==> config.mk <==
export PLATFORM = sky130hd
export DESIGN_NAME = instr_l1_fill_ctrl
export DESIGN_NICKNAME = d
export VERILOG_FILES = /design/src/rtl/instr_l1_fill_ctrl.sv
export SDC_FILE = /design/constraint.sdc
export NUM_CORES = 1
export LEC_CHECK = 0
export ABC_AREA = 1
export CELL_PAD_IN_SITES_DETAIL_PLACEMENT = 0
export CELL_PAD_IN_SITES_GLOBAL_PLACEMENT = 2
export CORE_ASPECT_RATIO = 1.75
export CORE_UTILIZATION = 24
export CTS_CLUSTER_SIZE = 20
export DETAILED_ROUTE_END_ITERATION = 7
export PLACE_DENSITY_LB_ADDON = 0.1
export SYNTH_ARGS = -nofsm -noshare
export SYNTH_HDL_FRONTEND = slang
export SYNTH_SLANG_ARGS = --single-unit
==> constraint.sdc <==
create_clock -name clk -period 2.65 [get_ports clk]
set_input_delay 0.53 -clock clk [delete_from_list [all_inputs] [get_ports clk]]
set_output_delay 0.53 -clock clk [all_outputs]
set_load 0.01 [all_outputs]
==> src/rtl/instr_l1_fill_ctrl.sv <==
// Instruction L1 miss/refill engine: requests a line burst from memory on a
// fetch miss and streams the returned words into the L1 fill port in offset order.
module instr_l1_fill_ctrl #(
  parameter int WORD_SIZE      = 32,
  parameter int ADDR_SIZE      = 14,
  parameter int WORDS_PER_LINE = 8
) (
  input  logic                 clk,
  input  logic                 reset,
  input  logic                 cpu_rd,
  input  logic [ADDR_SIZE-1:0] cpu_addr,
  input  logic                 l1_hit,
  output logic                 stall,
  output logic                 mem_req,
  output logic [ADDR_SIZE-1:0] mem_addr,
  input  logic                 mem_gnt,
  input  logic                 mem_rvalid,
  input  logic [WORD_SIZE-1:0] mem_rdata,
  output logic                 l1_we,
  output logic [ADDR_SIZE-1:0] l1_addr,
  output logic [WORD_SIZE-1:0] l1_data,
  output logic                 fill_done
);

  localparam int OFF = $clog2(WORDS_PER_LINE);
  localparam logic [OFF-1:0]       LAST     = OFF'(WORDS_PER_LINE - 1);
  localparam logic [ADDR_SIZE-1:0] OFF_MASK = ADDR_SIZE'(WORDS_PER_LINE - 1);

  typedef enum logic [1:0] {IDLE, REQ, FILL, DONE} state_t;

  state_t               state, state_n;
  logic [OFF-1:0]       cnt, cnt_n;
  logic [ADDR_SIZE-1:0] base, base_n;
  logic                 mem_req_n;
  logic [ADDR_SIZE-1:0] mem_addr_n;
  logic                 l1_we_n;
  logic [ADDR_SIZE-1:0] l1_addr_n;
  logic [WORD_SIZE-1:0] l1_data_n;
  logic                 fill_done_n;

  logic                 miss;
  logic [ADDR_SIZE-1:0] line_base;
  logic [ADDR_SIZE-1:0] fill_addr;

  assign miss      = cpu_rd & ~l1_hit;
  assign line_base = cpu_addr & ~OFF_MASK;
  // base has zero offset bits, so OR-ing cnt replaces them with no carry upward
  assign fill_addr = base | ADDR_SIZE'(cnt);
  assign stall     = (state != IDLE) | miss;

  always_ff @(posedge clk or posedge reset) begin
    if (reset) begin
      state     <= IDLE;
      cnt       <= '0;
      base      <= '0;
      mem_req   <= 1'b0;
      mem_addr  <= '0;
      l1_we     <= 1'b0;
      l1_addr   <= '0;
      l1_data   <= '0;
      fill_done <= 1'b0;
    end else begin
      state     <= state_n;
      cnt       <= cnt_n;
      base      <= base_n;
      mem_req   <= mem_req_n;
      mem_addr  <= mem_addr_n;
      l1_we     <= l1_we_n;
      l1_addr   <= l1_addr_n;
      l1_data   <= l1_data_n;
      fill_done <= fill_done_n;
    end
  end

  always_comb begin
    state_n     = state;
    cnt_n       = cnt;
    base_n      = base;
    mem_req_n   = mem_req;
    mem_addr_n  = mem_addr;
    l1_we_n     = 1'b0;
    l1_addr_n   = l1_addr;
    l1_data_n   = l1_data;
    fill_done_n = 1'b0;
    unique case (state)
      IDLE: begin
        if (miss) begin
          base_n     = line_base;
          cnt_n      = '0;
          mem_req_n  = 1'b1;
          mem_addr_n = line_base;
          state_n    = REQ;
        end
      end
      REQ: begin
        if (mem_gnt) begin
          mem_req_n = 1'b0;
          state_n   = FILL;
        end
      end
      FILL: begin
        if (mem_rvalid) begin
          l1_we_n   = 1'b1;
          l1_addr_n = fill_addr;
          l1_data_n = mem_rdata;
          cnt_n     = cnt + 1'b1;
          // last offset written: the cache validates the line on this write
          if (cnt == LAST) begin
            fill_done_n = 1'b1;
            state_n     = DONE;
          end
        end
      end
      DONE: begin
        state_n = IDLE;
      end
      default: state_n = IDLE;
    endcase
  end

endmodule
==> flow_summary_export.csv <==
group,metric,value,unit
logic_synthesis,synth_edf_count,0,
clock_network,clk_pin_slew,0.05,ns
logic_synthesis,yosysWarnings,0,
finish,stdcell_count,538,
finish,fin_nets,462,
clock_network,clk_path_buf_depth,2,
clock_network,tritoncts,"done",
clock_network,htreeDepth,3,
timing,max_slew_margin,0.555,
pwr,power.share.clock,0.247,
global_route,grt_pass1_wl,10500,um
finish,antennaDiodeCount,0,
placed_design,place.gp.congestion,0.635,
worst_setup_path,critPathRequiredTime,2.12,ns
logic_synthesis,synth_cell_types,18,
clock_network,clock-sinks,65,
worst_setup_path,critPathMaxStageDelay,0.55,ns
placed_design,placed_area,3850,um2
pwr,comb_power_share,0.411,
pwr,p_per_area,1180,nW/um2
logic_synthesis,synthCells,292,
floorplan,dieArea,11600,um2
placed_design,dp_hpwl,4620,um
global_route,grt.total_usage,0.124,
clock_network,post_cts_resize_count,0,
drt,drc_errors,0,
global_route,overflow,0,
finish,areaGrowthSynthToFinish,55.4,%
logic_synthesis,synth-async-reset-ratio,1.00,
pwr,p_int,3.31,mW
timing,layout_setup_ws,0.360,ns
finish,drive_gt1_frac,0.0564,
timing,hold_viol_final,0,
logic_synthesis,synthTopCellsByArea,"dfrtp_1, nand2_1, ha_1",
logic_synthesis,ys_top_cells_by_count,"nand2_1, dfrtp_1, inv_1",
finish,fin_area,4160,um2
global_route,grt_pass1_vias,2079,
timing,fmax,437,MHz
worst_setup_path,crit_type,"in -> out",
clock_network,hold_buffers,0,
timing,setup_viol,0,
clock_network,root_buffer,"clkbuf_16",
timing,min_period_over_period,0.864,
logic_synthesis,synth_top_cell_by_area,"dfrtp_1",
logic_synthesis,synth_area,2680,um2
worst_setup_path,cp.arrival,1.76,ns
run_status,outcome,"finished clean",
drt,ant_nets,0,
floorplan,io_pins,116,
timing,slew_violations,0,
pwr,total_power,4.90,mW
drt,viasPerCell,4.01,
placed_design,placed_cells,522,
placed_design,io_buffers,109,
floorplan,rows,50,
global_route,grt_start_max_net_pins,49,
logic_synthesis,yosys.cell_count.top_type,"nand2_1",
timing,clock_skew,0.00570,ns
timing,final.setup.tns,0,ns
logic_synthesis,synthFlopType,"dfrtp_1",
timing,worst_pin_slew,0.667,ns
pwr,power.switching,1.59,mW
floorplan,initial_core_util,0.249,
worst_setup_path,crit_chain,"clkdlybuf4s50_1 > nand2_1 > nand2_1 > clkdlybuf4s50_1",
drt,drt_pre_antenna_iters,5,
drt,drtIter0Drc,71,
hold_path,min_path_type,"reg -> reg",
clock_network,cts_made_buffers,9,
logic_synthesis,yosysSeqAreaShare,0.608,
finish,fin_util,0.386,
clock_network,postCtsSetupRepairBufs,0,
pwr,peakVddDrop,468,uV
pwr,power.leakage,2.03,nW
drt,vias,2160,
floorplan,coreArea,10800,um2
logic_synthesis,ys_ff_latch,65,
drt,totalWireLength,6770,um
floorplan,dieWidth,81.8,um
drt,wire_per_inst,12.6,um
clock_network,clkLatencyLatePin,0.32,ns
timing,hold_ws,0.474,ns
floorplan,fp.dieH,142,um
timing,period_needed,2.29,ns
worst_setup_path,crit_path_start_kind,"input port",
global_route,antenna_found_initial,0,
timing,rsz0062_at_grt,"no",
placed_design,dp_slack,0.352,ns
logic_synthesis,synth_top_area_frac,0.608,
logic_synthesis,avgSynthCellArea,9.16,um2
worst_setup_path,cp_slowest_cell,"clkdlybuf4s50_1",
worst_setup_path,critPathMaxFanout,3,
pwr,swShare,0.324,
flow_run,max_cap_viol_count,0,
worst_setup_path,end_kind,"output port",
pwr,p_seq_frac,0.342,
[registers in the layout, summed over array words and instances (netlist names)]
signal	cells
l1_addr	14
fill_done	1
l1_we	1
mem_req	1
cnt	3
state	2
l1_data	32
mem_addr	11
[path summary, 6_finish.rpt]
check	start	to	slack, ns	cells past startpoint
max in group asynchronous	reset	l1_addr[13]	1.53	3
min	l1_data[12]	l1_data[12]	0.47	2
max	cpu_rd	stall	0.36	4
max reg2reg	state[0]	mem_req	0.99	6
min reg2reg	l1_data[12]	l1_data[12]	0.47	2
min in group asynchronous	reset	l1_data[7]	0.52	2
[kinds of logic (layout without fill, tap and decap cells)]
kind of cell / Yosys count / after routing / share of synthesized area
compound gates: 32 / 32 / 0.0627
simple gates: 149 / 149 / 0.215
other cells: 1 / 3 / 0.00140
fa+ha+maj: 7 / 7 / 0.0327
buf+inv: 38 / 152 / 0.0800
flops: 65 / 65 / 0.608
[routing by layer]
metal  part of all wire  routed length (um)  GRT usage  vias up
li1                   -                   -          -     1115
met1               0.41                2790      0.141      965
met2               0.50                3370      0.203       72
met3              0.070                 475     0.0386        8
met4              0.020                 134     0.0665        0
met5                  0                   0          0        -
[layout by cell type (no fill, tap or decap), drive strengths merged]
cell	Yosys	routed
a21oi	11	11
buf	14	3
bufinv	0	1
clkbuf	0	14
clkdlybuf4s50	0	109
clkinv	0	1
conb	1	3
dfrtp	65	65
ha	7	7
inv	24	24
nand2	133	133
nand3	3	3
nor2	12	12
o21ai	18	18
o21bai	3	3
or2	1	1
[critical path: cells and delay by family]
family | cells | cell delay (ns)
AND/OR/NAND/NOR | 2 | 0.19
buffers and inverters | 2 | 1.04
[power by group through the flow]
| stage | clock (mW) | combinational, mW | sequential [mW] |
|---|---|---|---|
| 2_1_floorplan | 0 | 0.765 | 1.88 |
| 3_3_place_gp | 0 | 2.05 | 1.67 |
| 3_5_place_dp | 0 | 2.06 | 1.69 |
| 4_1_cts | 1.25 | 2.06 | 1.68 |
| 5_1_grt | 1.29 | 2.23 | 1.74 |
| 6_report | 1.21 | 2.01 | 1.67 |
[final cells by class]
type | count | area (um2)
fill | 1125 | 6600
tap | 130 | 163
timing repair buffer | 112 | 1130
multi-input combinational | 191 | 842
clock buffer | 14 | 274
clock inverter | 2 | 35.0
inverter | 24 | 90.1
sequential | 65 | 1630
Power figures use the tool's default switching activity.
